--- src/rtl/ahb_apb_pkg.sv ---
// Shared AHB/APB bridge definitions: transfer and response encodings,
// peripheral window defaults and the slave response-FSM state type.
package ahb_apb_pkg;

    localparam logic [1:0] HTRANS_IDLE   = 2'b00;
    localparam logic [1:0] HTRANS_BUSY   = 2'b01;
    localparam logic [1:0] HTRANS_NONSEQ = 2'b10;
    localparam logic [1:0] HTRANS_SEQ    = 2'b11;

    localparam logic [1:0] HRESP_OKAY  = 2'b00;
    localparam logic [1:0] HRESP_ERROR = 2'b01;

    localparam logic [31:0] SLOT_BASE_DEF = 32'h8000_0000;
    localparam logic [31:0] SLOT_SIZE_DEF = 32'h0400_0000;

    typedef enum logic [1:0] {
        RESP_OKAY = 2'b00,
        RESP_ERR1 = 2'b01,
        RESP_ERR2 = 2'b10
    } resp_state_e;

    function automatic logic htrans_active(input logic [1:0] htrans, input logic hready);
        return hready && ((htrans == HTRANS_NONSEQ) || (htrans == HTRANS_SEQ));
    endfunction

endpackage

--- src/rtl/ahb_addr_decode.sv ---
// Combinational decode of an AHB address into a one-hot select for the
// three APB peripheral slots; all-zero when outside the bridge window.
module ahb_addr_decode
    import ahb_apb_pkg::*;
#(
    parameter logic [31:0] BASE_ADDR = SLOT_BASE_DEF,
    parameter logic [31:0] SLOT_SIZE = SLOT_SIZE_DEF
) (
    input  logic [31:0] haddr_i,
    output logic [2:0]  tempselx_o
);

    // Limits kept at 34 bits so a window near the top of memory cannot wrap.
    localparam logic [33:0] LIM1 = {2'b00, SLOT_SIZE};
    localparam logic [33:0] LIM2 = {1'b0, SLOT_SIZE, 1'b0};
    localparam logic [33:0] LIM3 = LIM1 + LIM2;

    logic [33:0] offset_s;

    assign offset_s = {2'b00, haddr_i} - {2'b00, BASE_ADDR};

    // Slot select from the offset into the window.
    always_comb begin
        tempselx_o = 3'b000;
        if (offset_s[33]) begin
            tempselx_o = 3'b000;
        end else if (offset_s < LIM1) begin
            tempselx_o = 3'b001;
        end else if (offset_s < LIM2) begin
            tempselx_o = 3'b010;
        end else if (offset_s < LIM3) begin
            tempselx_o = 3'b100;
        end else begin
            tempselx_o = 3'b000;
        end
    end

endmodule

--- src/rtl/ahb_slave_if.sv ---
// AHB-Lite slave front end of the AHB-to-APB bridge: decode, two-stage
// address/data pipeline and response merge. Macro SLV_ERR_RESP_EN enables
// the two-cycle ERROR response for unmapped addresses.
module ahb_slave_if
    import ahb_apb_pkg::*;
#(
    parameter logic [31:0] BASE_ADDR = SLOT_BASE_DEF,
    parameter logic [31:0] SLOT_SIZE = SLOT_SIZE_DEF
) (
    input  logic        Hclk,
    input  logic        Hresetn,
    input  logic        Hwrite,
    input  logic        Hreadyin,
    input  logic [1:0]  Htrans,
    input  logic [31:0] Haddr,
    input  logic [31:0] Hwdata,
    input  logic [31:0] Prdata,
    input  logic        apb_ready,
    output logic        valid,
    output logic [31:0] Haddr1,
    output logic [31:0] Haddr2,
    output logic [31:0] Hwdata1,
    output logic [31:0] Hwdata2,
    output logic        Hwritereg,
    output logic [2:0]  tempselx,
    output logic        Hreadyout,
    output logic [1:0]  Hresp,
    output logic [31:0] Hrdata
);

    logic        active_s;
    logic        mapped_s;
    logic [31:0] haddr1_q, haddr1_d;
    logic [31:0] haddr2_q, haddr2_d;
    logic [31:0] hwdata1_q, hwdata1_d;
    logic [31:0] hwdata2_q, hwdata2_d;
    logic        hwrite_q, hwrite_d;

    ahb_addr_decode #(
        .BASE_ADDR (BASE_ADDR),
        .SLOT_SIZE (SLOT_SIZE)
    ) u_decode (
        .haddr_i    (Haddr),
        .tempselx_o (tempselx)
    );

    assign active_s = htrans_active(Htrans, Hreadyin);
    assign mapped_s = |tempselx;

    // Pipeline next state: advance while the bus is ready, hold otherwise.
    always_comb begin
        haddr1_d  = haddr1_q;
        haddr2_d  = haddr2_q;
        hwdata1_d = hwdata1_q;
        hwdata2_d = hwdata2_q;
        hwrite_d  = hwrite_q;
        if (Hreadyin) begin
            haddr1_d  = Haddr;
            haddr2_d  = haddr1_q;
            hwdata1_d = Hwdata;
            hwdata2_d = hwdata1_q;
            hwrite_d  = Hwrite;
        end else begin
            haddr1_d  = haddr1_q;
            haddr2_d  = haddr2_q;
            hwdata1_d = hwdata1_q;
            hwdata2_d = hwdata2_q;
            hwrite_d  = hwrite_q;
        end
    end

    // Pipeline registers.
    always_ff @(posedge Hclk or negedge Hresetn) begin
        if (!Hresetn) begin
            haddr1_q  <= 32'h0000_0000;
            haddr2_q  <= 32'h0000_0000;
            hwdata1_q <= 32'h0000_0000;
            hwdata2_q <= 32'h0000_0000;
            hwrite_q  <= 1'b0;
        end else begin
            haddr1_q  <= haddr1_d;
            haddr2_q  <= haddr2_d;
            hwdata1_q <= hwdata1_d;
            hwdata2_q <= hwdata2_d;
            hwrite_q  <= hwrite_d;
        end
    end

    assign Haddr1    = haddr1_q;
    assign Haddr2    = haddr2_q;
    assign Hwdata1   = hwdata1_q;
    assign Hwdata2   = hwdata2_q;
    assign Hwritereg = hwrite_q;

`ifdef SLV_ERR_RESP_EN
    resp_state_e state_q;

    // Response FSM; address phases seen in ERR1 are held off by Hreadyout=0.
    always_ff @(posedge Hclk or negedge Hresetn) begin
        if (!Hresetn) begin
            state_q <= RESP_OKAY;
        end else begin
            case (state_q)
                RESP_OKAY: begin
                    if (active_s && !mapped_s) state_q <= RESP_ERR1;
                    else                       state_q <= RESP_OKAY;
                end
                RESP_ERR1: state_q <= RESP_ERR2;
                RESP_ERR2: begin
                    if (active_s && !mapped_s) state_q <= RESP_ERR1;
                    else                       state_q <= RESP_OKAY;
                end
                default:   state_q <= RESP_OKAY;
            endcase
        end
    end

    // Response outputs decoded from the FSM state.
    always_comb begin
        valid     = active_s && mapped_s && (state_q != RESP_ERR1);
        Hresp     = HRESP_OKAY;
        Hreadyout = apb_ready;
        Hrdata    = Prdata;
        case (state_q)
            RESP_OKAY: begin
                Hresp     = HRESP_OKAY;
                Hreadyout = apb_ready;
                Hrdata    = Prdata;
            end
            RESP_ERR1: begin
                Hresp     = HRESP_ERROR;
                Hreadyout = 1'b0;
                Hrdata    = 32'h0000_0000;
            end
            RESP_ERR2: begin
                Hresp     = HRESP_ERROR;
                Hreadyout = 1'b1;
                Hrdata    = 32'h0000_0000;
            end
            default: begin
                Hresp     = HRESP_OKAY;
                Hreadyout = apb_ready;
                Hrdata    = Prdata;
            end
        endcase
    end
`else
    assign valid     = active_s && mapped_s;
    assign Hresp     = HRESP_OKAY;
    assign Hreadyout = apb_ready;
    assign Hrdata    = Prdata;
`endif

endmodule

--- config.mk ---
export PLATFORM = sky130hd
export DESIGN_NAME = ahb_slave_if
export DESIGN_NICKNAME = d
export VERILOG_FILES = /design/src/rtl/ahb_apb_pkg.sv /design/src/rtl/ahb_addr_decode.sv /design/src/rtl/ahb_slave_if.sv
export SDC_FILE = /design/constraint.sdc
export NUM_CORES = 1
export LEC_CHECK = 0
export ABC_AREA = 1
export BUFFER_PORTS_ARGS = -buffer_cell sky130_fd_sc_hd__buf_2
export CORE_MARGIN = 4
export CORE_UTILIZATION = 40
export DETAILED_ROUTE_END_ITERATION = 8
export PLACE_DENSITY = 0.73
export SYNTH_ARGS = -nofsm -noshare
export SYNTH_HDL_FRONTEND = slang
export SYNTH_HIERARCHICAL = 1
export SYNTH_SLANG_ARGS = --single-unit
--- constraint.sdc ---
create_clock -name Hclk -period 0.9 [get_ports Hclk]
set_input_delay 0.18 -clock Hclk [delete_from_list [all_inputs] [get_ports Hclk]]
set_output_delay 0.18 -clock Hclk [all_outputs]
set_load 0.005 [all_outputs]
---- Word level (Yosys, flattened, before mapping) ----
Cells that the tools add are included.
storage, ports and cells
  memories ................................ 0
  bits in read-only memories .............. 0
  bits in latches ......................... 0
  bits in registers ....................... 129
  RAM bits ................................ 0
  logic and storage cells ................. 19
cells by class
  add/subtract/negate cells ............... 1
  $lt $le $gt $ge ......................... 3
  mux-type cells .......................... 4
  reductions and logical operators ........ 4
  div/mod/pow operators ................... 0
  shift operators ......................... 0
  multipliers ............................. 0
  bitwise logic cells ..................... 0
  equality and inequality tests ........... 2
operator list
  kind                                                                             count
  34-bit by 28-bit less-than comparator with 1-bit output (second input constant)  2
  34-bit by 27-bit less-than comparator with 1-bit output (second input constant)  1
  32-bit by 32-bit subtractor with 33-bit output (second input constant)           1
  3-bit 2-to-1 mux                                                                 4
  2-bit == test (second input constant)                                            2
  3-bit OR reduction                                                               1
  1-bit logical AND                                                                2
  1-bit logical OR                                                                 1

---- Longest topological paths before layout ----
Gate-level depths: netlist of run 1.
  depth in word-level cells ............... 8
  mapped depth ............................ 6

---- Modules after synthesis ----
The synthesis of run 1 kept the hierarchy.
modules (own cells, without submodules)
  module           area an instance (um^2)  cells an instance  sequential area each (um^2)  instances
  ahb_slave_if     5271.3                   521                3228.1                       1
  ahb_addr_decode  52.6                     12                 0.0                          1

---- Least setup slack after synthesis of run 1 ----
No wires, ideal clock.
  path kind ............................... input -> output
  from .................................... input port Hreadyin
  to ...................................... output port valid
  buffers on the path ..................... 3
  path slack .............................. 0.026 ns
  data arrival time ....................... 0.694 ns
  data required time ...................... 0.720 ns
  stages .................................. 5
  cells stage by stage .................... buf_6 -> buf_12 -> buf_6 -> nand2_1 -> a21oi_2
between the ends
  word-level cells in the longest chain between the ends .. 2
ends and longest elaborated chain
  element            line                 source
  from (decl)        ahb_slave_if.sv:13   input logic Hreadyin,
  1-bit logical AND  ahb_apb_pkg.sv:23    return hready && ((htrans == HTRANS_NONSEQ) || (htrans == HTRANS_SEQ));
  1-bit logical AND  ahb_slave_if.sv:148  assign valid = active_s && mapped_s;
  to (decl)          ahb_slave_if.sv:19   output logic valid,
Every way passes these cells.

---- Final worst setup path of run 1 ----
  from .................................... register haddr1_q[29] (netlist: Haddr1[29])
  to ...................................... output port Haddr1[29]
RTL lines
  element                 line                source
  from (decl)             ahb_slave_if.sv:33  logic [31:0] haddr1_q, haddr1_d;
  from (signal assigned)  ahb_slave_if.sv:81  haddr1_q <= haddr1_d;
  to (decl)               ahb_slave_if.sv:20  output logic [31:0] Haddr1,
No word-level cell between the ends.

==> results of run 1 <==
==> per-stage QoR <==
stage               total power [mW]  std cells  utilization [%]  hold WS, ns
floorplan                      7.834        534                -      -0.1156
global placement               8.763        865            48.80      0.04730
detailed placement             8.822        865            48.80      0.04413
CTS                            16.19        984            60.07    0.0001847
global route                   17.10       1016            62.22     0.006354
finish                         16.35       1016            62.22      0.01696
==> what timing repair did <==
action,CTS,global route
buffers inserted,30,31
hold endpoints to repair,188,1
pin swaps,5,4
gates resized for setup,8,16
setup endpoints to repair,133,132
hold buffers,60,1
cloned,0,0
==> layer usage <==
layer,vias up,routed length [um],global-route usage (%)
li1,2221,-,-
met1,2084,5635,20.81
met2,226,7420,30.07
met3,25,1276,6.267
met4,0,206,6.574
met5,-,0,0
==> sequential cells by signal, summed over array words and instances (netlist names) <==
name and count:
Hwdata1 32, Hwdata2 32, Haddr2 32, Hwritereg 1, Haddr1 32
==> cell usage after synthesis (all sizes together) <==
cell type	n	area, um^2
conb	1	3.750
nor2	70	292.8
a21oi	65	422.9
clkbuf	4	15.01
buf	60	511.7
nand2	70	265.3
inv	69	259.0
o21ai	65	325.3
dfrtp	129	3228
==> power by group through the flow <==
stage	Combinational [mW]	Clock [mW]	Sequential (mW)
3_3_place_gp	1.96	0	6.80
2_1_floorplan	0.976	0	6.86
5_1_grt	2.97	7.35	6.79
3_5_place_dp	2.00	0	6.82
4_1_cts	2.43	7.04	6.72
6_report	2.68	6.93	6.74
==> kinds of logic (layout without fill, tap and decap cells) <==
logic type / count (synthesis) / in the layout / synth area share [%]
AOI/OAI and AO/OA: 130 / 130 / 14.05
other: 1 / 2 / 0.07044
and+or+nand+nor: 140 / 140 / 10.48
buffers and inverters: 133 / 443 / 14.76
DFF: 129 / 129 / 60.63
==> worst register-to-register path, stage by stage, from the launching register on <==
cell and delay [ns]:
dfrtp_1 0.40, buf_4 0.14, buf_4 0.12, nor2_1 0.08, a21oi_1 0.04
==> worst min path at each step <==
stage,start,endpoint,slack (ns),depth (start not counted)
final,Hwdata[4],Hwdata1[4],0.02,3
after CTS,Hwdata[4],Hwdata1[4],0.0002,3
after floorplan,Hresetn,Haddr1[0],-0.12,0
after detailed placement,Hresetn,Hwdata1[10],0.04,1
after global placement,Hresetn,Hwdata1[10],0.05,1
after global routing,Hwdata[4],Hwdata1[4],0.006,3
==> cell type report <==
cell class | count | area [um^2]
Timing Repair Buffer | 345 | 2340
Clock buffer | 24 | 491.7
Sequential cell | 129 | 3228
Clock inverter | 5 | 102.6
Multi-Input combinational cell | 272 | 1344
Fill cell | 987 | 4845
Tap cell | 172 | 215.2
Inverter | 69 | 259.0
==> flow_metrics.py, run 1 <==
metrics = {
    "outcome": {
        "status": "finished, violations left",
        "violations": "setup timing",
    },
    "setup_path": {
        "cpLargestDelayFamily": "flip-flops",
        "critPathSlowestCell": "dfrtp_1",
        "reg2reg_setup_slack_ns": 0.01,
        "crit_path_start_kind": "register",
        "reg2reg_from": "Haddr2[24]",
        "crit_cells": 1,
        "crit_type": "register to output port",
        "cp.required_ns": 0.72,
        "arrival_ns": 0.96,
        "cp_max_fo": 2,
        "r2r_end": "Haddr2[24]",
        "timing.critical_path.buf_inv": 1,
        "crit_path_end": "Haddr1[29]",
        "cp_cell_sequence": "buf_2",
        "cpPeakStageDelay_ns": 0.41,
        "end_kind": "output port",
        "startpoint": "Haddr1[29]",
        "r2r_cells": 4,
    },
    "clock_tree": {
        "clkTransAtPathRegs_ns": 0.06,
        "numCtsBuffers": 17,
        "clock-root-buffer": "clkbuf_16",
        "htreeDepth": 4,
        "clock_latency_ns": 0.41,
        "clock_sinks": 129,
        "cts_tree": "built",
        "max-clock-path-buffers": 2,
    },
    "power": {
        "power_density_nw_per_um2": 2049,
        "leakage_nw": 4.096,
        "max-vdd-ir-drop_v": 0.001274,
        "power_frac_comb_pct": 16.4,
        "pwr-share-seq_pct": 41.2,
        "switching_share_pct": 24.13,
        "p_int_mw": 12.41,
        "power_frac_clock_pct": 42.4,
        "p_sw_mw": 3.945,
    },
    "detailed_routing": {
        "wl_per_cell_um": 14.31,
        "drtIter0Drc": 263,
        "wirelength_um": 14540,
        "drc_errors": 0,
        "vias": 4556,
        "drtPass1Iterations": 5,
        "viasPerCell": 4.484,
        "ant_nets": 0,
    },
    "grt": {
        "grt_pass1_wl_um": 20930,
        "overflow": 0,
        "grt_max_degree": 56,
        "grt_pass1_vias": 4245,
        "grt_use_total_pct": 17.77,
        "antenna_found_initial": 0,
    },
    "logic_synthesis": {
        "yosys_register_bits": 129,
        "syn_inst": 533,
        "syn_area_per_cell_um2": 9.988,
        "ys_seq_area_share_pct": 60.63,
        "netlist_area_um2": 5324,
        "synth_warnings": 6,
        "ys_types": 17,
    },
    "finish": {
        "area_growth_pct": 49.89,
        "final_area_um2": 7980,
        "most-common-layout-cells": "buf_2, dfrtp_1, buf_4, nand2_1, inv_1",
        "layout-drive-gt1-share_pct": 42.54,
        "final_common_cell": "buf_2",
        "antennaDiodeCount": 0,
        "final_nets": 937,
    },
    "sta": {
        "max_freq_mhz": 875.2,
        "tns_ns": -25.95,
        "hold_viol_final": 0,
        "min_period_ns": 1.143,
        "slew_viol_final": 0,
        "finalSetupViolations": 131,
        "skew_ns": 0.008825,
        "grt_setup_unrepaired": "true",
        "fin_ws_ns": -0.2426,
        "min_period_over_period_pct": 127.0,
    },
    "placed_design": {
        "gp_congestion": 0.7472,
        "port_buffers": 201,
        "preCtsSetupSlack_ns": -0.2206,
        "dp_hpwl_um": 8815,
        "place_area_um2": 6259,
    },
    "floorplanning": {
        "start_util_pct": 41.51,
        "die_width_um": 123.4,
        "die_h_um": 123.4,
        "core_um2": 12820,
        "io_pins": 271,
        "dieArea_um2": 15220,
        "row_count": 41,
    },
    "min_path": {
        "hold_class": "input pin to register",
    },
    "flow_run": {
        "max-cap-violations": 0,
    },
}
(Power assumes the default switching activity.)
==> run 2, diff against run 1 <==
--- a/config.mk
+++ b/config.mk
@@ -8,9 +8,9 @@
 export ABC_AREA = 1
 export BUFFER_PORTS_ARGS = -buffer_cell sky130_fd_sc_hd__buf_2
 export CORE_MARGIN = 4
-export CORE_UTILIZATION = 40
+export CORE_UTILIZATION = 46
 export DETAILED_ROUTE_END_ITERATION = 8
-export PLACE_DENSITY = 0.73
+export PLACE_DENSITY = 0.82
 export SYNTH_ARGS = -nofsm -noshare
 export SYNTH_HDL_FRONTEND = slang
 export SYNTH_HIERARCHICAL = 1
==> constraint.sdc (replaced) <==
create_clock -name Hclk -period 1.1 [get_ports Hclk]
set_input_delay 0.22 -clock Hclk [delete_from_list [all_inputs] [get_ports Hclk]]
set_output_delay 0.22 -clock Hclk [all_outputs]
set_load 0.005 [all_outputs]
==> run 2 against run 1 <==
Against the previous run: the flow still finishes with violations (setup timing); utilization grew 2.2 points; final area is 8.3% lower; routed wire length down 9.9%; first-iteration DRC count grew 4.2%; sequential cell count unchanged; sequential share of layout area up 3.6 points; sequential power shrank 18%; global-route usage increased by 0.88 points; worst setup slack improved by 0.18 ns; via count decreased by 5.8%; largest cell class unchanged; highest routed layer unchanged.
==> flow_metrics.py, run 2 (same netlist as run 1, synthesis figures left out) <==
metrics = {
    "finish": {
        "final_nets": 870,
        "final_area_um2": 7321,
        "area_growth_pct": 37.51,
        "layout-drive-gt1-share_pct": 44.74,
        "antennaDiodeCount": 0,
        "final_common_cell": "buf_2",
        "most-common-layout-cells": "buf_2, dfrtp_1, buf_4, nand2_1, inv_1",
        "n_fill_cell": 897,
    },
    "sta": {
        "skew_ns": 0.005888,
        "finalSetupViolations": 130,
        "hold_viol_final": 0,
        "tns_ns": -4.038,
        "grt_setup_unrepaired": "true",
        "min_period_over_period_pct": 105.8,
        "fin_ws_ns": -0.06411,
        "min_period_ns": 1.164,
        "slew_viol_final": 0,
        "max_freq_mhz": 859.0,
    },
    "floorplanning": {
        "start_util_pct": 46.83,
        "dieArea_um2": 13360,
        "die_width_um": 115.6,
        "row_count": 39,
        "die_h_um": 115.6,
        "io_pins": 271,
        "core_um2": 11370,
    },
    "placed_design": {
        "place_area_um2": 6197,
        "port_buffers": 201,
        "gp_congestion": 0.8049,
        "dp_hpwl_um": 8824,
    },
    "outcome": {
        "violations": "setup timing",
        "status": "finished, violations left",
    },
    "grt": {
        "grt_pass1_vias": 4018,
        "grt_max_degree": 66,
        "antenna_found_initial": 0,
        "grt_pass1_wl_um": 19080,
        "overflow": 0,
        "grt_use_total_pct": 18.65,
    },
    "detailed_routing": {
        "drtIter0Drc": 274,
        "ant_nets": 0,
        "drc_errors": 0,
        "vias": 4294,
        "viasPerCell": 4.652,
        "drtPass1Iterations": 4,
        "wirelength_um": 13100,
        "wl_per_cell_um": 14.20,
    },
    "setup_path": {
        "arrival_ns": 0.94,
        "cp_max_fo": 2,
        "timing.critical_path.buf_inv": 1,
        "end_kind": "output port",
        "critPathSlowestCell": "dfrtp_1",
        "cpPeakStageDelay_ns": 0.40,
        "crit_path_start_kind": "register",
        "crit_type": "register to output port",
        "cp_cell_sequence": "buf_2",
        "cpLargestDelayFamily": "flip-flops",
        "cp.required_ns": 0.88,
    },
    "power": {
        "power_density_nw_per_um2": 1775,
        "max-vdd-ir-drop_v": 0.001224,
        "leakage_nw": 3.828,
        "p_total_mw": 13.00,
    },
    "clock_tree": {
        "numCtsBuffers": 17,
        "htreeDepth": 4,
        "max-clock-path-buffers": 2,
        "clock_sinks": 129,
        "cts_tree": "built",
        "clock_latency_ns": 0.41,
        "clock-root-buffer": "clkbuf_16",
        "clkTransAtPathRegs_ns": 0.06,
    },
    "flow_run": {
        "max-cap-violations": 0,
    },
    "min_path": {
        "hold_class": "input pin to register",
    },
}
[run 2: changes by cell type in the layout (fill, tap and decap cells not counted), sizes merged]
cell and change:
dlygate4sd3 -59, clkbuf -1, bufinv -1, clkinv +5, buf -8
[run 2: final timing paths]
kind,from,end,slack [ns],depth (start not counted)
min in group asynchronous,Hresetn,Haddr1[30],0.21,2
worst min register to register,Haddr2[26],Haddr2[26],0.51,2
worst max-delay path,Haddr1[22],Haddr1[22],-0.06,1
worst min-delay path,Hwdata[25],Hwdata1[25],0.02,3
max in group asynchronous,Hresetn,Haddr1[4],0.41,3
worst max register to register,Haddr1[29],Haddr1[29],0.19,4
[run 2: tightest hold or removal path: cells and delay by family]
kind,cells,cell delay (ns)
simple gates,1,0.04
compound gates,1,0.05
buf+inv,1,0.07
[run 2: repair_timing]
item                                    CTS  global route
pin swaps                                 5             5
setup buffers                            30            28
endpoints found under the hold margin   130             0
gates resized for setup                   7             9
hold buffers                              2             0
endpoints found under the setup margin  132           133
[run 2: per-stage QoR]
stage	hold WS [ns]	utilization [%]	setup slack, ns	std cells
final	0.02226	64.39	-0.06411	923
after global routing	0.01124	64.39	-0.1200	923
after CTS	0.0001704	62.13	-0.08939	895
after detailed placement	0.08873	54.51	-0.09125	831
after global placement	0.09022	54.51	-0.07255	831
after floorplan	-0.07559	-	0.1457	534
[run 2: cell type report]
class,count,area (um^2),area share [%]
Sequential cell,129,3228,44.10
Inverter,69,259.0,3.538
Clock buffer,23,488.0,6.666
Tap cell,143,178.9,2.444
Clock inverter,9,105.1,1.436
Multi-Input combinational cell,272,1351,18.46
Timing Repair Buffer,278,1710,23.36
[run 2: routing by layer]
| metal | global-route usage (%) | share of wire, % |
|---|---|---|
| met1 | 21.53 | 39 |
| met2 | 29.63 | 49 |
| met3 | 7.467 | 9.0 |
| met4 | 10.49 | 3.0 |
| met5 | 0 | 0 |
[run 2: report_power, final]
part	leakage, nW	total, mW	internal (mW)	switching, mW
logic	2.02	1.98	0.993	0.987
registers	1.52	5.50	5.23	0.265
clock network	0.293	5.52	3.57	1.95
==> run 3, diff against run 2 <==
--- a/config.mk
+++ b/config.mk
@@ -5,12 +5,12 @@
 export SDC_FILE = /design/constraint.sdc
 export NUM_CORES = 1
 export LEC_CHECK = 0
-export ABC_AREA = 1
+export ABC_AREA = 0
 export BUFFER_PORTS_ARGS = -buffer_cell sky130_fd_sc_hd__buf_2
-export CORE_MARGIN = 4
-export CORE_UTILIZATION = 46
+export CORE_MARGIN = 2
+export CORE_UTILIZATION = 45
 export DETAILED_ROUTE_END_ITERATION = 8
-export PLACE_DENSITY = 0.82
+export PLACE_DENSITY = 0.81
 export SYNTH_ARGS = -nofsm -noshare
 export SYNTH_HDL_FRONTEND = slang
 export SYNTH_HIERARCHICAL = 1
==> run 3 against run 2 <==
Against the previous run: register-to-register slack lost 0.12 ns; combinational power grew 18%; sequential power grew 3%; global-route usage grew 0.67 points; worst setup slack lost 0.49 ns; routed wire length shrank 8.3%; clock power shrank 2%; highest routed layer unchanged; critical path type is now input pin to output port; hold slack gained 0.013 ns; clock-buffer cell count shrank 2; the run still ends with setup timing left; die area shrank 8.0%.
==> flow_metrics.py, run 3 <==
metrics = {
    "clock_tree": {
        "numCtsBuffers": 17,
        "clock_latency_ns": 0.41,
        "clock_sinks": 129,
        "clock-root-buffer": "clkbuf_16",
        "max-clock-path-buffers": 2,
        "clkTransAtPathRegs_ns": 0.06,
        "cts_tree": "built",
        "htreeDepth": 4,
    },
    "flow_run": {
        "max-cap-violations": 0,
    },
    "logic_synthesis": {
        "yosysTopAreaCell": "dfrtp_1",
        "synth_warnings": 6,
        "synthTopCellsByCount": "dfrtp_1, mux2_2, buf_4",
        "ys_types": 10,
        "yosys_register_bits": 129,
        "synthArstFlopShare_pct": 100.0,
        "netlist_area_um2": 5136,
        "syn_area_per_cell_um2": 16.41,
        "synth_edf_count": 0,
        "ys_seq_area_share_pct": 62.85,
        "synth_top_area_share_pct": 62.85,
        "syn_inst": 313,
        "synthFlopType": "dfrtp_1",
        "synth_area_leaders": "dfrtp_1, mux2_2, buf_4",
    },
    "grt": {
        "grt_pass1_vias": 3720,
        "grt_max_degree": 39,
        "grt_use_total_pct": 19.32,
        "overflow": 0,
        "antenna_found_initial": 0,
        "grt_pass1_wl_um": 18440,
    },
    "power": {
        "p_int_mw": 10.24,
        "max-vdd-ir-drop_v": 0.001102,
        "power_frac_comb_pct": 17.5,
        "power_frac_clock_pct": 40.3,
        "pwr-share-seq_pct": 42.2,
        "power_density_nw_per_um2": 1803,
        "leakage_nw": 3.698,
        "switching_share_pct": 23.60,
        "p_sw_mw": 3.165,
    },
    "finish": {
        "final_nets": 698,
        "area_growth_pct": 44.82,
        "final_common_cell": "buf_2",
        "most-common-layout-cells": "buf_2, dfrtp_1, mux2_2, buf_4, clkbuf_16",
        "layout-drive-gt1-share_pct": 77.80,
        "fin_util_pct": 65.99,
        "antennaDiodeCount": 0,
    },
    "setup_path": {
        "cp_max_fo": 3,
        "cp_cell_sequence": "buf_6 -> or4b_4 -> nor3b_4 -> o311a_1 -> buf_2",
        "cpPeakStageDelay_ns": 0.59,
        "critPathSlowestCell": "or4b_4",
        "cp.required_ns": 0.88,
        "crit_path_start_kind": "input pin",
        "end_kind": "output port",
        "timing.critical_path.buf_inv": 2,
        "crit_type": "input pin to output port",
        "arrival_ns": 1.44,
        "cpLargestDelayFamily": "simple AND/OR/NAND/NOR gates",
    },
    "floorplanning": {
        "core_um2": 11270,
        "dieArea_um2": 12280,
        "start_util_pct": 45.57,
        "io_pins": 271,
        "die_h_um": 110.8,
        "die_width_um": 110.8,
        "row_count": 39,
    },
    "outcome": {
        "status": "finished, violations left",
        "violations": "setup timing",
    },
    "detailed_routing": {
        "drc_errors": 0,
        "vias": 3540,
        "drtIter0Drc": 92,
        "wl_per_cell_um": 16.00,
        "ant_nets": 0,
        "viasPerCell": 4.714,
        "drtPass1Iterations": 4,
        "wirelength_um": 12020,
    },
    "sta": {
        "hold_viol_final": 0,
        "fin_ws_ns": -0.5586,
        "max_freq_mhz": 602.9,
        "grt_setup_unrepaired": "true",
        "finalSetupViolations": 133,
        "min_period_over_period_pct": 150.8,
        "slew_viol_final": 0,
        "min_period_ns": 1.659,
        "skew_ns": 0.004686,
    },
    "min_path": {
        "hold_class": "input pin to register",
    },
    "placed_design": {
        "port_buffers": 201,
        "dp_hpwl_um": 7854,
        "gp_congestion": 0.7389,
        "preCtsSetupSlack_ns": -0.5561,
    },
}
run 3: changes by cell type after synthesis, sizes merged:
| cell | before | now |
|---|---|---|
| a21oi | 65 | 0 |
| buf | 60 | 49 |
| clkbuf | 4 | 0 |
| inv | 69 | 0 |
| mux2 | 0 | 129 |
| nand2 | 70 | 0 |
| nor2 | 70 | 0 |
| nor3 | 0 | 1 |
| nor3b | 0 | 2 |
| o21ai | 65 | 0 |
| o311a | 0 | 1 |
| or4b | 0 | 1 |
run 3: metrics by stage:
step                      hold WS, ns  std cells  area (um^2)  power (mW)  TNS, ns
after floorplan              -0.07559        314         5145       6.600  -0.5466
after detailed placement       0.1559        625         6120       7.524   -5.264
after CTS                     0.02042        716         7176       13.29   -9.024
after global placement         0.1538        625         6120       7.421   -4.178
after global routing          0.02139        751         7438       13.96   -11.38
final                         0.03537        751         7438       13.41   -6.731
run 3: path summary, 6_finish.rpt:
path	to	depth (start not counted)	slack, ns	start
max in group asynchronous	Haddr2[14]	3	0.31	Hresetn
worst min register to register	Hwdata2[2]	1	0.50	Hwdata2[2]
worst max-delay path	valid	5	-0.56	Haddr[30]
worst max register to register	Hwdata2[13]	3	0.07	Hwdata1[13]
min in group asynchronous	Haddr1[17]	2	0.29	Hresetn
worst min-delay path	Hwdata1[2]	2	0.04	Hwdata[2]
run 3: kinds of logic after synthesis:
| kind of cell | Yosys count | share of synthesized area [%] |
|---|---|---|
| other | 1 | 0.07301 |
| AO/OA/AOI/OAI | 1 | 0.1949 |
| multiplexers | 129 | 28.28 |
| flip-flops | 129 | 62.85 |
| AND/OR/NAND/NOR | 4 | 0.8524 |
| buffers and inverters | 49 | 7.747 |
run 3: layout make-up:
class	instances	area (um^2)
clock buffer	21	460.4
clock inverter	11	112.6
fill	781	3834
multi-input combinational	136	1531
sequential	129	3228
tap	143	178.9
timing repair buffer	311	1927
run 3: metal layers:
metal	track usage [%]	share of wire, %
met1	20.28	36
met4	10.00	2.9
met3	7.217	6.8
met5	0	0
met2	33.78	54
run 3: power groups by stage:
stage | clock network (mW) | logic, mW | registers (mW)
floorplan | 0 | 0.810 | 5.79
global placement | 0 | 1.69 | 5.73
detailed placement | 0 | 1.75 | 5.78
CTS | 5.49 | 2.14 | 5.66
global route | 5.70 | 2.53 | 5.73
finish | 5.40 | 2.34 | 5.66
run 3: worst reg2reg max path: cells and delay by family, from the launching register on:
| kind | cells | cell delay (ns) |
|---|---|---|
| buf+inv | 2 | 0.27 |
| flops | 1 | 0.39 |
| mux | 1 | 0.26 |
run 3: timing repair:
item / in CTS / in global routing
buffers inserted: 58 / 35
resized for setup: 6 / 0
endpoints found under the setup margin: 133 / 133
hold buffers: 1 / 0
cloned: 0 / 0
endpoints found under the hold margin: 16 / 0
